File: src/rtl/result_display_ctrl_pkg.sv
// Shared types, segment encodings and helpers for the result display path.
// Segments are active-low with a on bit 0 and g on bit 6.
package result_display_ctrl_pkg;

    localparam logic [6:0] SEG_BLANK = 7'h7F;
    localparam logic [6:0] SEG_MINUS = 7'h3F;

    localparam logic [6:0] DIGIT_SEG [10] = '{
        7'h40, 7'h79, 7'h24, 7'h30, 7'h19,
        7'h12, 7'h02, 7'h78, 7'h00, 7'h10
    };

    typedef enum logic [1:0] {
        IDLE,
        ABS,
        SHIFT,
        LOAD
    } state_e;

    function automatic logic [6:0] bcd_to_seg(input logic [3:0] nibble);
        logic [6:0] seg;
        seg = SEG_BLANK;
        if (nibble <= 4'd9) seg = DIGIT_SEG[nibble];
        return seg;
    endfunction

endpackage

File: src/rtl/bin_to_bcd_seq.sv
// Sequential double-dabble converter: signed/unsigned binary in over
// valid/ready, BCD magnitude, sign and overflow out with a done pulse.
module bin_to_bcd_seq
    import result_display_ctrl_pkg::*;
#(
    parameter int NB_DATA = 8,
    parameter int NB_BCD  = 12
) (
    input  logic               i_clk,
    input  logic               i_rst_n,
    input  logic               i_valid,
    input  logic [NB_DATA-1:0] i_data,
    input  logic               i_signed,
    output logic               o_ready,
    output logic               o_done,
    output logic [NB_BCD-1:0]  o_bcd,
    output logic               o_neg,
    output logic               o_ovf
);

    localparam int CW = $clog2(NB_DATA + 2);

    state_e             state_q, state_d;
    logic [NB_DATA-1:0] data_q, data_d;
    logic               neg_q, neg_d;
    logic [NB_DATA:0]   mag_q, mag_d;
    logic [NB_BCD-1:0]  bcd_q, bcd_d;
    logic               ovf_q, ovf_d;
    logic [CW-1:0]      cnt_q, cnt_d;
    logic [NB_BCD-1:0]  adj;
    logic [NB_DATA:0]   sext;

    always_ff @(posedge i_clk or negedge i_rst_n) begin
        if (!i_rst_n) begin
            state_q <= IDLE;
            data_q  <= '0;
            neg_q   <= 1'b0;
            mag_q   <= '0;
            bcd_q   <= '0;
            ovf_q   <= 1'b0;
            cnt_q   <= '0;
        end else begin
            state_q <= state_d;
            data_q  <= data_d;
            neg_q   <= neg_d;
            mag_q   <= mag_d;
            bcd_q   <= bcd_d;
            ovf_q   <= ovf_d;
            cnt_q   <= cnt_d;
        end
    end

    always_comb begin
        state_d = state_q;
        data_d  = data_q;
        neg_d   = neg_q;
        mag_d   = mag_q;
        bcd_d   = bcd_q;
        ovf_d   = ovf_q;
        cnt_d   = cnt_q;
        sext    = {data_q[NB_DATA-1], data_q};
        adj     = bcd_q;
        for (int i = 0; i < NB_BCD / 4; i++) begin
            if (bcd_q[4*i +: 4] >= 4'd5) adj[4*i +: 4] = bcd_q[4*i +: 4] + 4'd3;
        end
        unique case (state_q)
            IDLE: begin
                if (i_valid) begin
                    data_d  = i_data;
                    neg_d   = i_signed & i_data[NB_DATA-1];
                    state_d = ABS;
                end
            end
            ABS: begin
                // One extra bit so the most negative input yields its magnitude
                mag_d   = neg_q ? (~sext + 1'b1) : {1'b0, data_q};
                bcd_d   = '0;
                ovf_d   = 1'b0;
                cnt_d   = CW'(NB_DATA + 1);
                state_d = SHIFT;
            end
            SHIFT: begin
                bcd_d = {adj[NB_BCD-2:0], mag_q[NB_DATA]};
                mag_d = {mag_q[NB_DATA-1:0], 1'b0};
                ovf_d = ovf_q | adj[NB_BCD-1];
                cnt_d = cnt_q - 1'b1;
                if (cnt_q == CW'(1)) state_d = LOAD;
            end
            LOAD: begin
                state_d = IDLE;
            end
        endcase
    end

    assign o_ready = (state_q == IDLE);
    assign o_done  = (state_q == LOAD);
    assign o_bcd   = bcd_q;
    assign o_neg   = neg_q;
    assign o_ovf   = ovf_q;

endmodule

File: src/rtl/result_display_ctrl.sv
// Result-to-display top: BCD converter, display latch, leading-zero
// blanking and time-multiplexed active-low 7-segment scan.
module result_display_ctrl
    import result_display_ctrl_pkg::*;
#(
    parameter int NB_DATA      = 8,
    parameter int NB_DIGITS    = 4,
    parameter int COUNTER_BITS = 17
) (
    input  logic                 i_clk,
    input  logic                 i_rst_n,
    input  logic                 i_valid,
    input  logic [NB_DATA-1:0]   i_data,
    input  logic                 i_signed,
    output logic                 o_ready,
    output logic                 o_ovf,
    output logic [6:0]           o_seg,
    output logic [NB_DIGITS-1:0] o_an
);

    localparam int NB_BCD = 4 * (NB_DIGITS - 1);
    localparam int IW     = $clog2(NB_DIGITS);

    logic                    conv_done;
    logic [NB_BCD-1:0]       conv_bcd;
    logic                    conv_neg;
    logic                    conv_ovf;

    logic [NB_BCD-1:0]       disp_bcd_q;
    logic                    disp_neg_q;
    logic                    ovf_q;
    logic [COUNTER_BITS-1:0] presc_q, presc_d;
    logic [IW-1:0]           idx_q, idx_d;
    logic [6:0]              seg_q, seg_d;
    logic [NB_DIGITS-1:0]    an_q, an_d;
    logic [NB_DIGITS-2:0]    lead_nz;
    logic                    nz;
    logic [6:0]              dig_seg [NB_DIGITS];

    bin_to_bcd_seq #(
        .NB_DATA (NB_DATA),
        .NB_BCD  (NB_BCD)
    ) u_conv (
        .i_clk    (i_clk),
        .i_rst_n  (i_rst_n),
        .i_valid  (i_valid),
        .i_data   (i_data),
        .i_signed (i_signed),
        .o_ready  (o_ready),
        .o_done   (conv_done),
        .o_bcd    (conv_bcd),
        .o_neg    (conv_neg),
        .o_ovf    (conv_ovf)
    );

    always_comb begin
        lead_nz = '0;
        nz      = 1'b0;
        dig_seg = '{default: SEG_BLANK};
        // lead_nz[d]: digit d or some higher magnitude digit is non-zero
        for (int d = NB_DIGITS - 2; d >= 0; d--) begin
            nz         = nz | (disp_bcd_q[4*d +: 4] != 4'd0);
            lead_nz[d] = nz;
        end
        for (int d = 0; d < NB_DIGITS - 1; d++) begin
            if (ovf_q)
                dig_seg[d] = SEG_MINUS;
            else if (d == 0 || lead_nz[d])
                dig_seg[d] = bcd_to_seg(disp_bcd_q[4*d +: 4]);
        end
        dig_seg[NB_DIGITS-1] = (ovf_q | disp_neg_q) ? SEG_MINUS : SEG_BLANK;

        presc_d = presc_q + 1'b1;
        idx_d   = idx_q;
        if (&presc_q) begin
            idx_d = (idx_q == IW'(NB_DIGITS - 1)) ? '0 : idx_q + 1'b1;
        end
        seg_d = dig_seg[idx_q];
        an_d  = ~(NB_DIGITS'(1) << idx_q);
    end

    always_ff @(posedge i_clk or negedge i_rst_n) begin
        if (!i_rst_n) begin
            disp_bcd_q <= '0;
            disp_neg_q <= 1'b0;
            ovf_q      <= 1'b0;
            presc_q    <= '0;
            idx_q      <= '0;
            seg_q      <= DIGIT_SEG[0];
            an_q       <= {{(NB_DIGITS-1){1'b1}}, 1'b0};
        end else begin
            if (conv_done) begin
                disp_bcd_q <= conv_bcd;
                disp_neg_q <= conv_neg;
                ovf_q      <= conv_ovf;
            end
            presc_q <= presc_d;
            idx_q   <= idx_d;
            seg_q   <= seg_d;
            an_q    <= an_d;
        end
    end

    assign o_ovf = ovf_q;
    assign o_seg = seg_q;
    assign o_an  = an_q;

endmodule

File: config.mk
export PLATFORM = sky130hd
export DESIGN_NAME = result_display_ctrl
export DESIGN_NICKNAME = d
export VERILOG_FILES = /design/src/rtl/result_display_ctrl_pkg.sv /design/src/rtl/bin_to_bcd_seq.sv /design/src/rtl/result_display_ctrl.sv
export SDC_FILE = /design/constraint.sdc
export NUM_CORES = 1
export LEC_CHECK = 0
export ABC_AREA = 1
export CAP_MARGIN = 20
export CORE_UTILIZATION = 57
export DETAILED_ROUTE_END_ITERATION = 8
export PLACE_DENSITY = 0.87
export SYNTH_ARGS = -nofsm -noshare
export SYNTH_HDL_FRONTEND = slang
export SYNTH_SLANG_ARGS = --single-unit
export TNS_END_PERCENT = 100
File: constraint.sdc
create_clock -name i_clk -period 3.1 [get_ports i_clk]
set_clock_uncertainty 0.15 [all_clocks]
set_input_delay 0.31 -clock i_clk [delete_from_list [all_inputs] [get_ports i_clk]]
set_output_delay 0.31 -clock i_clk [all_outputs]
set_load 0.02 [all_outputs]
==> out/results.txt <==
Reg area - 0.002032 mm^2
Initial DRC Count - 181
Seq cells post-synth - 81
GR Overflow Total - 0
Fin. Hold Viols - 0
Max Cap Viol - 0
Die ar. - 0.007976 mm^2
crit path cell chain - inv_1 -> ha_1 -> clkdlybuf4s50_1
# H-tree levels - 3
CTS tree - yes
PnR worst setup slack - 949.5 ps
DRT Wirelength - 8165 um
R2R Setup Slk - 1000 ps
post-CTS resize count - 0
initial antenna violation count - 0
worst-path maximum fanout - 4
GRT Util Overall - 22.86%
Clock Latency Late Sink - 340 ps
final net count - 583
maximum clock insertion buffer count - 2
wire per inst - 12.72 um
Tmin final - 2151 ps
# port buffers - 24
Inserted Diodes - 0
clk slew on worst S/H paths - 80 ps
antenna-violating nets left - 0
Filler cells - 600
Setup Buffers After CTS - 0
multi-input combinational cell area - 0.002003 mm^2
Synth area leaders - dfrtp_1 44%, ha_1 9.5%, nand2_1 9.2%
number of synthesis warnings - 0
CP Class - register to primary output
DRC viols - 0
Syn Inst Count - 510
die height - 89.31 um
buffers plus inverters on the worst setup path - 2
crit end category - primary output
largest net degree at the start of global routing - 82
Via density - 5.386
Syn Std Cell Area - 0.004345 mm^2
delay-heaviest family, CP - buffers and inverters
outcome - finished clean
leading area contributor after synthesis - dfrtp_1
worst vdd ir - 547.5 uV
CP Launch Point - u_conv.state_q[0]
PD cells - 667.7 mW/mm^2
period utilisation layout - 69.37%
Worst Setup EP - o_ready
global-route wire length before repair - 14070 um
slowest stage delay, CP - 630 ps
layout cells sized above 1 - 7.735%
hold buffers post-CTS - 0
vias in the first global route - 3286
Crit. path cell count - 3
Worst EP required - 2640 ps
Worst slew margin - 48.91%
num rows - 31
area delta synth->final - 12.15%
I/O pin total - 25
Starting Density - 59.59%
Tot Pwr - 3.254 mW
Worst Setup Start Kind - register
unrepaired setup endpoints after global routing - no
Syn Area/Cell - 8.520 um^2
CTS root buf - clkbuf_8
count of final setup violators - 0
Max Fclk - 465.0 MHz
DR pass1 iterations - 5
Fin Setup TNS - 0 ps
Place WS - 1009 ps
reg2reg start - u_conv.state_q[1]
Hold Crit Class - input pin to asynchronous set/reset pin
post-synthesis net count - 555
Yosys cell types - 31
Leak - 2.236 nW
Die Wd - 89.31 um
total clock sinks - 81
post-synthesis sequential area ratio - 46.76%
crit path DAT - 1690 ps
gpl congestion - 0.8921
Core Footprint - 0.007292 mm^2
total number of vias - 3458
CTS Buf Count - 9
Slew Viols, Final - 0
Slowest cell on crit path - clkdlybuf4s50_1
Least-Margin Pin Slew - 766.3 ps
worst reg2reg path endpoint - u_conv.o_bcd[7]
R2R depth - 6
Yosys top cell area share - 44.34%
Final HPWL DP - 5970 um
-- per-layer routing --
layer	vias up	wire length (um)	GRT usage, %
met1	1625	3638	28.13
met4	0	111	8.225
met3	13	311	4.801
met5	-	0	0
met2	96	4104	39.83
li1	1724	-	-
-- Yosys cell counts --
cell and n:
nand3_1 28, o22ai_1 8, nor3_1 2, nand2_1 106, buf_2 5, nand4_1 14, nor2_4 2, o21ai_0 57
nor2_2 3, nor2_1 31, a21oi_1 24, inv_2 5, xnor2_1 4, nand3_2 3, buf_4 2, o221ai_1 2
clkbuf_1 3, xor2_1 14, o21bai_1 1, or2_2 2, nor3_2 1, ha_1 33, and2_4 1, nand2_2 2
nand4_2 1, o211ai_1 5, dfrtp_1 77, inv_1 64, o21ai_1 4, nand3b_1 2, dfstp_2 4
-- layout make-up --
cell class	count	share of cell area, %
clock buffers	11	2.901
repair buffers	27	5.802
clock inverters	5	0.6418
inverters	69	5.315
well taps	99	2.542
flip-flops and latches	81	41.69
multi-input cells	350	41.10
-- per-stage QoR --
| stage | hold slack [ps] | area (um^2) | util (%) | std cells |
|---|---|---|---|---|
| floorplan | -135.6 | 4345 | - | 510 |
| global placement | 285.3 | 4663 | 63.95 | 624 |
| detailed placement | 306.2 | 4663 | 63.95 | 624 |
| CTS | 13.44 | 4836 | 66.32 | 640 |
| global route | 201.0 | 4873 | 66.83 | 642 |
| finish | 192.9 | 4873 | 66.83 | 642 |
-- report_power, final --
group          internal [mW]  total, mW  switching, mW
Combinational          0.426       1.18          0.749
Clock                  0.310      0.678          0.367
Sequential              1.26       1.40          0.142
Total                   1.99       3.25           1.26
-- registers in the layout, indices dropped and copies added, names as in the netlist --
register	count
disp_bcd_q	12
disp_neg_q	1
idx_q	2
o_an	4
o_ovf	1
o_seg	7
presc_q	17
u_conv.cnt_q	4
u_conv.data_q	8
u_conv.mag_q	9
u_conv.o_bcd	12
u_conv.o_neg	1
u_conv.o_ovf	1
u_conv.state_q	2
-- worst min-delay path by stage --
stage / from / endpoint / slack, ps
after CTS: i_rst_n / idx_q[1] / 10
final: i_rst_n / idx_q[1] / 190
after floorplan: i_rst_n / disp_bcd_q[0] / -140
after global placement: presc_q[0] / presc_q[0] / 290
after detailed placement: presc_q[0] / presc_q[0] / 310
after global routing: i_rst_n / idx_q[1] / 200
-- cells in the final DEF (no fill, tap or decap), types with 3 or more instances in the layout --
cell type,count
a21oi_1,24
clkbuf_8,10
clkdlybuf4s50_1,23
clkinv_2,3
dfrtp_1,77
dfstp_2,4
ha_1,33
inv_1,64
inv_2,5
nand2_1,106
nand3_1,28
nand3_2,3
nand4_1,14
nor2_1,31
nor2_2,3
o211ai_1,5
o21ai_0,57
o21ai_1,4
o22ai_1,8
xnor2_1,4
xor2_1,14
-- logic make-up after synthesis --
logic type	after synthesis	share of synthesized area, %
flip-flops	81	46.76
AO/OA/AOI/OAI	101	12.38
AND/OR/NAND/NOR	198	20.59
buffers and inverters	79	7.141
adder cells (fa/ha/maj)	33	9.502
XOR/XNOR	18	3.628
No activity file was read; power rests on OpenSTA's default activity.
